`config.mk`:
```
export PLATFORM = sky130hd
export DESIGN_NAME = port_ctl
export DESIGN_NICKNAME = d
export VERILOG_FILES = /design/src/rtl/port_ctl_pkg.sv /design/src/rtl/kbd_fifo.sv /design/src/rtl/port_ctl.sv
export SDC_FILE = /design/constraint.sdc
export NUM_CORES = 1
export LEC_CHECK = 0
export CORE_ASPECT_RATIO = 1.5
export CORE_MARGIN = 2
export CORE_UTILIZATION = 54
export DETAILED_ROUTE_END_ITERATION = 8
export PLACE_DENSITY = 0.79
export SETUP_SLACK_MARGIN = 0.2
export SYNTH_ARGS = -nofsm -noshare
export SYNTH_HDL_FRONTEND = slang
export SYNTH_SLANG_ARGS = --single-unit
```
`constraint.sdc`:
```
create_clock -name clock -period 3.4 [get_ports clock]
set_clock_uncertainty 0.05 [all_clocks]
set_input_delay 0.34 -clock clock [delete_from_list [all_inputs] [get_ports clock]]
set_output_delay 0.34 -clock clock [all_outputs]
set_load 0.05 [all_outputs]
```
`src/rtl/port_ctl_pkg.sv`:
```
// Shared constants for the CPU port controller: port map, register bit positions
// and interrupt vectors.
package port_ctl_pkg;

  localparam logic [7:0] PortData     = 8'h00;
  localparam logic [7:0] PortStatus   = 8'h01;
  localparam logic [7:0] PortFrameAck = 8'h02;
  localparam logic [7:0] PortBorder   = 8'hFE;

  localparam int unsigned StatNonEmpty = 0;
  localparam int unsigned StatOverflow = 1;
  localparam int unsigned StatFrame    = 2;
  localparam int unsigned StatKbdEn    = 3;
  localparam int unsigned StatFrameEn  = 4;

  localparam int unsigned CtrlKbdEn   = 0;
  localparam int unsigned CtrlFrameEn = 1;
  localparam int unsigned CtrlOvfClr  = 6;
  localparam int unsigned CtrlFlush   = 7;

  localparam logic [7:0] VecKbd   = 8'hCF;
  localparam logic [7:0] VecFrame = 8'hD7;
  localparam logic [7:0] VecNone  = 8'hFF;

endpackage

```
`src/rtl/kbd_fifo.sv`:
```
// Keyboard byte FIFO. A push while full is dropped unless a pop happens in the same cycle;
// flush empties the FIFO but keeps a same-cycle push.
module kbd_fifo #(
  parameter int unsigned Depth = 8
) (
  input  logic       clock,
  input  logic       reset,
  input  logic       push,
  input  logic       pop,
  input  logic       flush,
  input  logic [7:0] din,
  output logic [7:0] dout,
  output logic       full,
  output logic       empty
);

  localparam int unsigned Aw = $clog2(Depth);
  localparam int unsigned Cw = Aw + 1;

  logic [7:0]    mem_q [Depth];
  logic [Aw-1:0] rd_q, wr_q;
  logic [Cw-1:0] count_q;
  logic          do_push, do_pop, mem_we;
  logic [Aw-1:0] mem_waddr;

  assign empty = (count_q == '0);
  assign full  = (count_q == Cw'(Depth));
  assign dout  = mem_q[rd_q];

  always_comb begin
    do_pop    = pop && !empty;
    do_push   = push && (!full || do_pop);
    mem_we    = flush ? push : do_push;
    mem_waddr = flush ? '0 : wr_q;
  end

  always_ff @(posedge clock) begin
    if (reset) begin
      rd_q    <= '0;
      wr_q    <= '0;
      count_q <= '0;
    end else if (flush) begin
      rd_q    <= '0;
      wr_q    <= push ? Aw'(1) : '0;
      count_q <= push ? Cw'(1) : '0;
    end else begin
      if (do_push) wr_q <= wr_q + Aw'(1);
      if (do_pop)  rd_q <= rd_q + Aw'(1);
      case ({do_push, do_pop})
        2'b10:   count_q <= count_q + Cw'(1);
        2'b01:   count_q <= count_q - Cw'(1);
        default: count_q <= count_q;
      endcase
    end
  end

  // Storage is not reset; the pointers alone define what is valid.
  always_ff @(posedge clock) begin
    if (!reset && mem_we) mem_q[mem_waddr] <= din;
  end

endmodule

```
`src/rtl/port_ctl.sv`:
```
// CPU I/O port controller: keyboard FIFO, frame interrupt, border colour register and
// RST-vector interrupt generation.
module port_ctl
  import port_ctl_pkg::*;
#(
  parameter int unsigned FIFO_DEPTH = 8
) (
  input  logic       clock,
  input  logic       reset,
  input  logic [7:0] port_a,
  input  logic [7:0] port_o,
  input  logic       port_we,
  input  logic       port_rd,
  output logic [7:0] port_in,
  input  logic       iff1,
  output logic       irq,
  output logic [7:0] irq_vec,
  input  logic       kdone,
  input  logic [7:0] ascii,
  input  logic       vs,
  output logic [2:0] border
);

  logic       kbd_en_q, frame_en_q, overflow_q, frame_pend_q, vs_prev_q;
  logic [2:0] border_q;
  logic [7:0] fifo_head, status;
  logic       fifo_full, fifo_empty;
  logic       pop_req, wr_ctrl, wr_ack, wr_border, flush, ovf_set, frame_set;
  logic       kbd_src, frame_src;
  logic       unused_port_o;

  assign unused_port_o = ^port_o[5:3];

  always_comb begin
    pop_req   = port_rd && (port_a == PortData);
    wr_ctrl   = port_we && (port_a == PortStatus);
    wr_ack    = port_we && (port_a == PortFrameAck);
    wr_border = port_we && (port_a == PortBorder);
    flush     = wr_ctrl && port_o[CtrlFlush];
    // A full FIFO only overflows if nothing makes room this cycle.
    ovf_set   = kdone && fifo_full && !pop_req && !flush;
    frame_set = vs_prev_q && !vs;
  end

  kbd_fifo #(
    .Depth (FIFO_DEPTH)
  ) u_kbd_fifo (
    .clock (clock),
    .reset (reset),
    .push  (kdone),
    .pop   (pop_req),
    .flush (flush),
    .din   (ascii),
    .dout  (fifo_head),
    .full  (fifo_full),
    .empty (fifo_empty)
  );

  always_ff @(posedge clock) begin
    if (reset) begin
      kbd_en_q     <= 1'b0;
      frame_en_q   <= 1'b0;
      overflow_q   <= 1'b0;
      frame_pend_q <= 1'b0;
      vs_prev_q    <= 1'b1;
      border_q     <= '0;
    end else begin
      vs_prev_q <= vs;
      if (wr_ctrl) begin
        kbd_en_q   <= port_o[CtrlKbdEn];
        frame_en_q <= port_o[CtrlFrameEn];
      end
      if (ovf_set) overflow_q <= 1'b1;
      else if (wr_ctrl && port_o[CtrlOvfClr]) overflow_q <= 1'b0;
      frame_pend_q <= frame_set || (frame_pend_q && !wr_ack);
      if (wr_border) border_q <= port_o[2:0];
    end
  end

  always_comb begin
    status               = '0;
    status[StatNonEmpty] = !fifo_empty;
    status[StatOverflow] = overflow_q;
    status[StatFrame]    = frame_pend_q;
    status[StatKbdEn]    = kbd_en_q;
    status[StatFrameEn]  = frame_en_q;

    case (port_a)
      PortData:   port_in = fifo_empty ? 8'h00 : fifo_head;
      PortStatus: port_in = status;
      default:    port_in = 8'hFF;
    endcase

    kbd_src   = kbd_en_q && !fifo_empty;
    frame_src = frame_en_q && frame_pend_q;
    irq       = iff1 && (kbd_src || frame_src);
    if (kbd_src)        irq_vec = VecKbd;
    else if (frame_src) irq_vec = VecFrame;
    else                irq_vec = VecNone;
  end

  assign border = border_q;

endmodule

```
==> reports/results.ini, run 1 <==
[status]
status = finished, final reports clean

[finish]
diodes = 0
area.growth.synth_to_final_pct = 19.8
postLayoutCoreUtil_pct = 66.2
regArea_sq_mm = 0.00234
num-fill-cells = 478
nets = 351
multi_input_area_sq_mm = 0.00133
drive_gt1_share_pct = 17.1
final_common_cell = edfxtp_1
mostFrequentLayoutCells = edfxtp_1 (64), clkdlybuf4s50_1 (37), dfxtp_1 (21), nor2_1 (18), mux2i_1 (17)
instances_no_fill = 400

[timing]
finalSetupViolCount = 0
whs_ps = 419
min_period_ps = 3060
finalHoldViolations = 0
tns_ps = 0
slew_headroom_pct = 58.2
worst_slew_pin_slew_ps = 626
post-route-period-util_pct = 90.1
grt_setup_unrepaired = false
fmax_ghz = 0.327
drv_slew = 0

[power]
p_sw_share_pct = 21.7
power.total_uw = 2160
seqPwrFrac_pct = 53.0
p_int_uw = 1690
p_comb_share_pct = 7.2
p_per_area_mw_per_mm2 = 480
power.share.clock_pct = 39.8
peakVddDrop_v = 0.000271
p_leak_uw = 0.00147
p_sw_uw = 470

[setup_path]
critical_path_class = flip-flop to output pin
critPathSlowestCell = clkdlybuf4s50_1
crit_family = buffers and inverters
critPathArrivalTime_ps = 2670
crit_top_cell = nand3_1
cp_max_fo = 19
slowest_delay_ps = 730
r2r-end = u_kbd_fifo.count_q[2]$_SDFFE_PP0P_
r2r_cells = 7
path_cells = buf_4 > mux2_2 > a21boi_0 > o21ai_0 > nand3_1 > nand3_1 > clkdlybuf4s50_1
cp_num_buf_inv = 2
crit_cells = 7
r2r-start = u_kbd_fifo.count_q[0]$_SDFFE_PP0P_
crit_path_end_kind = output pin
startpoint_type = flip-flop
rrSetupSlack_ps = 1140
required_ps = 3010

[global_routing]
grt_pass1_wl_um = 11400
antenna_found_initial = 0
grt-busiest-layer = met2
grt_overflow = 0
grtUsageTotal_pct = 20.0
grt_max_degree = 20
grt_pass1_vias = 2408
use_met1_pct = 23.3
gr-usage-met2_pct = 34.1
met3_usage_pct = 3.03

[placement]
gp_congestion = 0.815
dp_hpwl_um = 5070
placed_cells = 384
port-buffer-count = 42

[synth]
synth_edf_count = 64
yosysSeqAreaShare_pct = 62.3
synth_area_sq_mm = 0.00376
ys_types = 49
ys_ff_latch = 85
synthArstFlopShare_pct = 0
synthCells = 269
synth-main-ff-cell = edfxtp_1
syn_area_per_cell_sq_um = 14.0
yosysWarnings = 0

[floorplanning]
die_width_um = 72.2
ios = 51
die_h_um = 106
core-area_sq_mm = 0.00681
start_util_pct = 55.3
rows = 37
fp.dieArea_sq_mm = 0.00767

[clock_network]
cts_sinks = 85
cts_buffers = 9
clk_path_buf_depth = 2
cts_tree = yes
cts-root-buf = clkbuf_8
h-tree-depth = 3
clk_latency_ps = 360
clk_pin_slew_ps = 80

[routing]
antenna_left = 0
avgViaCountPerCell = 5.88
vias = 2352
drcViolationCount = 0
routedWlPerCell_um = 18.0
routed_wl_um = 7220
first_pass_iters = 4
drtIter0Drc = 184

[worst_hold_path]
hold_path_startpoint = vs_prev_q$_SDFF_PP1_
hp-class = flip-flop to flip-flop
whs_path_depth = 2
whs_endpoint = frame_pend_q$_SDFF_PP0_

[run]
cap_violations = 0

power by group through the flow:
stage	Combinational, uW	Sequential, uW	Clock (uW)
after floorplan	88.6	1170	0
after detailed placement	156	1170	0
after global routing	171	1150	898
after global placement	151	1170	0
after CTS	157	1150	869
final	155	1150	861
registers in the layout, summed over array words and instances, names as in the netlist, named ones only:
signal / count
u_kbd_fifo.rd_q: 3
overflow_q: 1
vs_prev_q: 1
frame_en_q: 1
border: 3
frame_pend_q: 1
kbd_en_q: 1
u_kbd_fifo.mem_q: 64
u_kbd_fifo.count_q: 4
u_kbd_fifo.wr_q: 3
worst max path at each step:
stage / start / to / slack [ps]
after floorplan: u_kbd_fifo.count_q[0]$_SDFFE_PP0P_ / irq / 840
after global placement: port_a[7] / u_kbd_fifo.count_q[2]$_SDFFE_PP0P_ / 320
after detailed placement: port_a[7] / u_kbd_fifo.count_q[2]$_SDFFE_PP0P_ / 210
after CTS: flip-flop / port_in[2] / 260
after global routing: flip-flop / port_in[6] / 220
final: flip-flop / port_in[3] / 340
through the flow:
step	cell area, sq um	setup slack, ps
after global routing	4510	222
final	4510	338
after detailed placement	4250	213
after floorplan	3780	842
after CTS	4500	259
after global placement	4250	324
routing by layer:
metal	vias to the layer above	part of all wire, %	wire length [um]
li1	1126	-	-
met5	-	0	0
met4	0	2.5	179
met2	53	54	3920
met1	1157	40	2880
met3	16	3.2	232
synth_stat cells, types with 3 or more instances:
library cell / n / area [sq um]
a22oi_1: 5 / 37.5
and3_1: 4 / 25.0
mux2i_1: 17 / 170
nand3b_1: 3 / 22.5
nand3_1: 11 / 55.1
nand2_1: 12 / 45.0
nor2_1: 18 / 67.6
xor2_1: 3 / 26.3
dfxtp_1: 21 / 420
clkbuf_1: 4 / 15.0
mux4_2: 8 / 180
ha_1: 3 / 37.5
edfxtp_1: 64 / 1920
nor3b_2: 3 / 37.5
buf_4: 5 / 37.5
or2_2: 3 / 18.8
nor3_1: 3 / 15.0
o21ai_0: 12 / 60.1
a21boi_0: 5 / 37.5
buf_2: 7 / 35.0
mux2_2: 8 / 90.1
nand4_1: 3 / 18.8
a21oi_1: 11 / 55.1
cells by family (layout without fill, tap and decap cells):
group,Yosys count,after routing,share of synthesized area (%)
XOR/XNOR,5,5,1.16
adder cells (fa/ha/maj),3,3,0.998
AO/OA/AOI/OAI,45,45,8.21
AND/OR/NAND/NOR,78,78,12.7
other,1,5,0.0997
buffers and inverters,19,68,2.83
flip-flops,85,85,62.3
multiplexers,33,33,11.7
layout make-up:
| type | instances | share of cell area, % |
|---|---|---|
| sequential | 85 | 52.0 |
| timing repair buffer | 50 | 10.8 |
| inverter | 2 | 0.167 |
| clock inverter | 7 | 2.66 |
| tap | 78 | 2.16 |
| clock buffer | 9 | 2.75 |
| multi-input combinational | 169 | 29.5 |
timing repair:
action                                  4_1_cts  5_1_grt
endpoints found under the setup margin        0        4
buffers inserted                              0        0
hold buffers                                  0        0
gates resized for setup                       0        4
endpoints found under the hold margin         0        0
worst reg2reg max path, delay by kind of cell (launching register included):
kind | cells | cell delay [ps]
and+or+nand+nor | 4 | 1070
DFF | 1 | 480
AOI/OAI and AO/OA | 1 | 210
adders and majority gates | 1 | 200
xor gates and xnor gates | 1 | 150
Note: power is estimated with default switching activity, not from simulation.
==> run 2, diff against run 1 <==
--- a/config.mk
+++ b/config.mk
@@ -7,9 +7,8 @@
 export LEC_CHECK = 0
 export CORE_ASPECT_RATIO = 1.5
 export CORE_MARGIN = 2
-export CORE_UTILIZATION = 54
+export CORE_UTILIZATION = 40
 export DETAILED_ROUTE_END_ITERATION = 8
-export PLACE_DENSITY = 0.79
 export SETUP_SLACK_MARGIN = 0.2
 export SYNTH_ARGS = -nofsm -noshare
 export SYNTH_HDL_FRONTEND = slang
==> reports/results.ini, run 2 (synthesized netlist as in run 1, its figures left out) <==
[placement]
dp_slack_ps = 265  ; was 213 ps
port-buffer-count = 42  ; unchanged
gp_congestion = 0.802  ; was 0.815
dp_hpwl_um = 5290  ; was 5070 um
placed_cells = 419  ; was 384

[clock_network]
clk_path_buf_depth = 2  ; unchanged
h-tree-depth = 3  ; unchanged
clk_pin_slew_ps = 60  ; was 80 ps
cts_buffers = 9  ; unchanged
post_cts_buffers = 0  ; unchanged
cts_tree = yes  ; unchanged
hold_buffers = 0  ; unchanged
cts_resized = 0  ; unchanged
cts_sinks = 85  ; unchanged
cts-root-buf = clkbuf_16  ; was clkbuf_8
clk_latency_ps = 330  ; was 360 ps

[finish]
drive_gt1_share_pct = 17.3  ; was 17.1%
largest_reg_flops = 64  ; unchanged
instances_no_fill = 435  ; was 400
final_common_cell = edfxtp_1  ; unchanged
diodes = 0  ; unchanged
mostFrequentLayoutCells = edfxtp_1 (64), clkdlybuf4s50_1 (39), dfxtp_1 (21), nor2_1 (18), mux2i_1 (17)  ; was edfxtp_1 (64), clkdlybuf4s50_1 (37), dfxtp_1 (21), nor2_1 (18), mux2i_1 (17)
area.growth.synth_to_final_pct = 23.9  ; was 19.8%
largest-register = u_kbd_fifo.mem_q  ; unchanged
nets = 352  ; was 351
reg.largest.list = u_kbd_fifo.mem_q x64, u_kbd_fifo.count_q x4  ; unchanged

[setup_path]
cp_max_fo = 9  ; was 19
crit_path_end_kind = output pin  ; unchanged
critPathArrivalTime_ps = 2640  ; was 2670 ps
critPathSlowestCell = clkdlybuf4s50_1  ; unchanged
slowest_delay_ps = 720  ; was 730 ps
cp_num_buf_inv = 2  ; unchanged
startpoint_type = flip-flop  ; unchanged
required_ps = 3010  ; about the same
path_cells = buf_4 > mux4_2 > mux2i_1 > o21ai_0 > clkdlybuf4s50_1  ; was buf_4 > mux2_2 > a21boi_0 > o21ai_0 > nand3_1 > nand3_1 > clkdlybuf4s50_1
crit_family = buffers and inverters  ; unchanged
critical_path_class = flip-flop to output pin  ; unchanged

[status]
status = finished, final reports clean  ; unchanged

[timing]
setup_ws_ps = 369  ; was 338 ps
drv_slew = 0  ; unchanged
finalSetupViolCount = 0  ; unchanged
fmax_ghz = 0.330  ; was 0.327 GHz
grt_setup_unrepaired = false  ; unchanged
tns_ps = 0  ; unchanged
slew_headroom_pct = 56.1  ; was 58.2%
post-route-period-util_pct = 89.1  ; was 90.1%
min_period_ps = 3030  ; was 3060 ps
worst_slew_pin_slew_ps = 657  ; was 626 ps
finalHoldViolations = 0  ; unchanged
whs_ps = 409  ; was 419 ps

[routing]
routed_wl_um = 7350  ; was 7220 um
avgViaCountPerCell = 5.30  ; was 5.88
drtIter0Drc = 133  ; was 184
antenna_left = 0  ; unchanged
vias = 2304  ; was 2352
routedWlPerCell_um = 16.9  ; was 18.0 um
first_pass_iters = 6  ; was 4
drcViolationCount = 0  ; unchanged

[floorplanning]
die_h_um = 123  ; was 106 um
ios = 51  ; unchanged
fp.dieArea_sq_mm = 0.0102  ; was 0.00767 sq mm
rows = 43  ; was 37
start_util_pct = 40.9  ; was 55.3%
die_width_um = 83.2  ; was 72.2 um
core-area_sq_mm = 0.00920  ; was 0.00681 sq mm

[global_routing]
grt_overflow = 0  ; unchanged
grt_max_degree = 17  ; was 20
grtUsageTotal_pct = 15.6  ; was 20.0%
grt_pass1_wl_um = 12000  ; was 11400 um
grt_pass1_vias = 2344  ; was 2408
antenna_found_initial = 0  ; unchanged

[run]
cap_violations = 0  ; unchanged

[power]
p_per_area_mw_per_mm2 = 529  ; was 480 mW/mm^2
p_leak_uw = 0.00153  ; was 0.00147 uW
peakVddDrop_v = 0.000253  ; was 0.000271 V

[worst_hold_path]
hp-class = flip-flop to flip-flop  ; unchanged

## run 2: cell types whose count changed in the layout (fill, tap and decap cells not counted), sizes merged
cell           before  now
inv                 4    3
bufinv              3    4
clkinv              1    2
buf                 9   12
clkdlybuf4s50      37   39
dlymetal6s2s        4    0
clkinvlp            1    0
## run 2: worst paths after layout
check                                                         from                                  to  slack, ps  cells after the start
worst max-delay path                                     flip-flop                          port_in[6]        370                      5
worst min register to register                vs_prev_q$_SDFF_PP1_             frame_pend_q$_SDFF_PP0_        410                      2
worst min-delay path                          vs_prev_q$_SDFF_PP1_             frame_pend_q$_SDFF_PP0_        410                      2
worst max register to register  u_kbd_fifo.count_q[0]$_SDFFE_PP0P_  u_kbd_fifo.count_q[2]$_SDFFE_PP0P_       1050                      8
## run 2: metrics by stage
step	power [uW]	util (%)	area [sq um]
2_1_floorplan	1260	-	3780
3_3_place_gp	1330	46.7	4300
3_5_place_dp	1330	46.7	4300
4_1_cts	2490	50.7	4660
5_1_grt	2540	50.7	4660
6_report	2470	50.7	4660
## run 2: power breakdown
| part | switching [uW] | total [uW] | internal (uW) | leakage [uW] |
|---|---|---|---|---|
| Clock | 372 | 1160 | 789 | 0.000175 |
| Combinational | 86.5 | 155 | 68.6 | 0.000608 |
| Sequential | 14.4 | 1150 | 1140 | 0.000749 |
## run 2: cell type report
type,count,area (sq um)
fill,781,4540
inverter,2,7.51
timing repair buffer,51,480
multi-input combinational,169,1330
clock inverter,7,136
tap,112,140
sequential,85,2340
clock buffer,9,225
## run 2: worst register-to-register path, stage by stage (launching register included)
cell,delay [ps]
dfxtp_1,480
nor4_2,90
buf_4,170
or3_4,340
xnor2_1,130
ha_1,200
or4b_1,520
a21oi_1,190
nor3b_2,60
## run 2: layer usage
layer	vias to the layer above	wire (um)	global-route usage [%]	share of wire, %
met5	-	0	0	0
met4	0	133	7.07	1.8
met3	9	202	2.89	2.7
met2	48	4010	28.7	55
met1	1113	3000	17.6	41
li1	1134	-	-	-
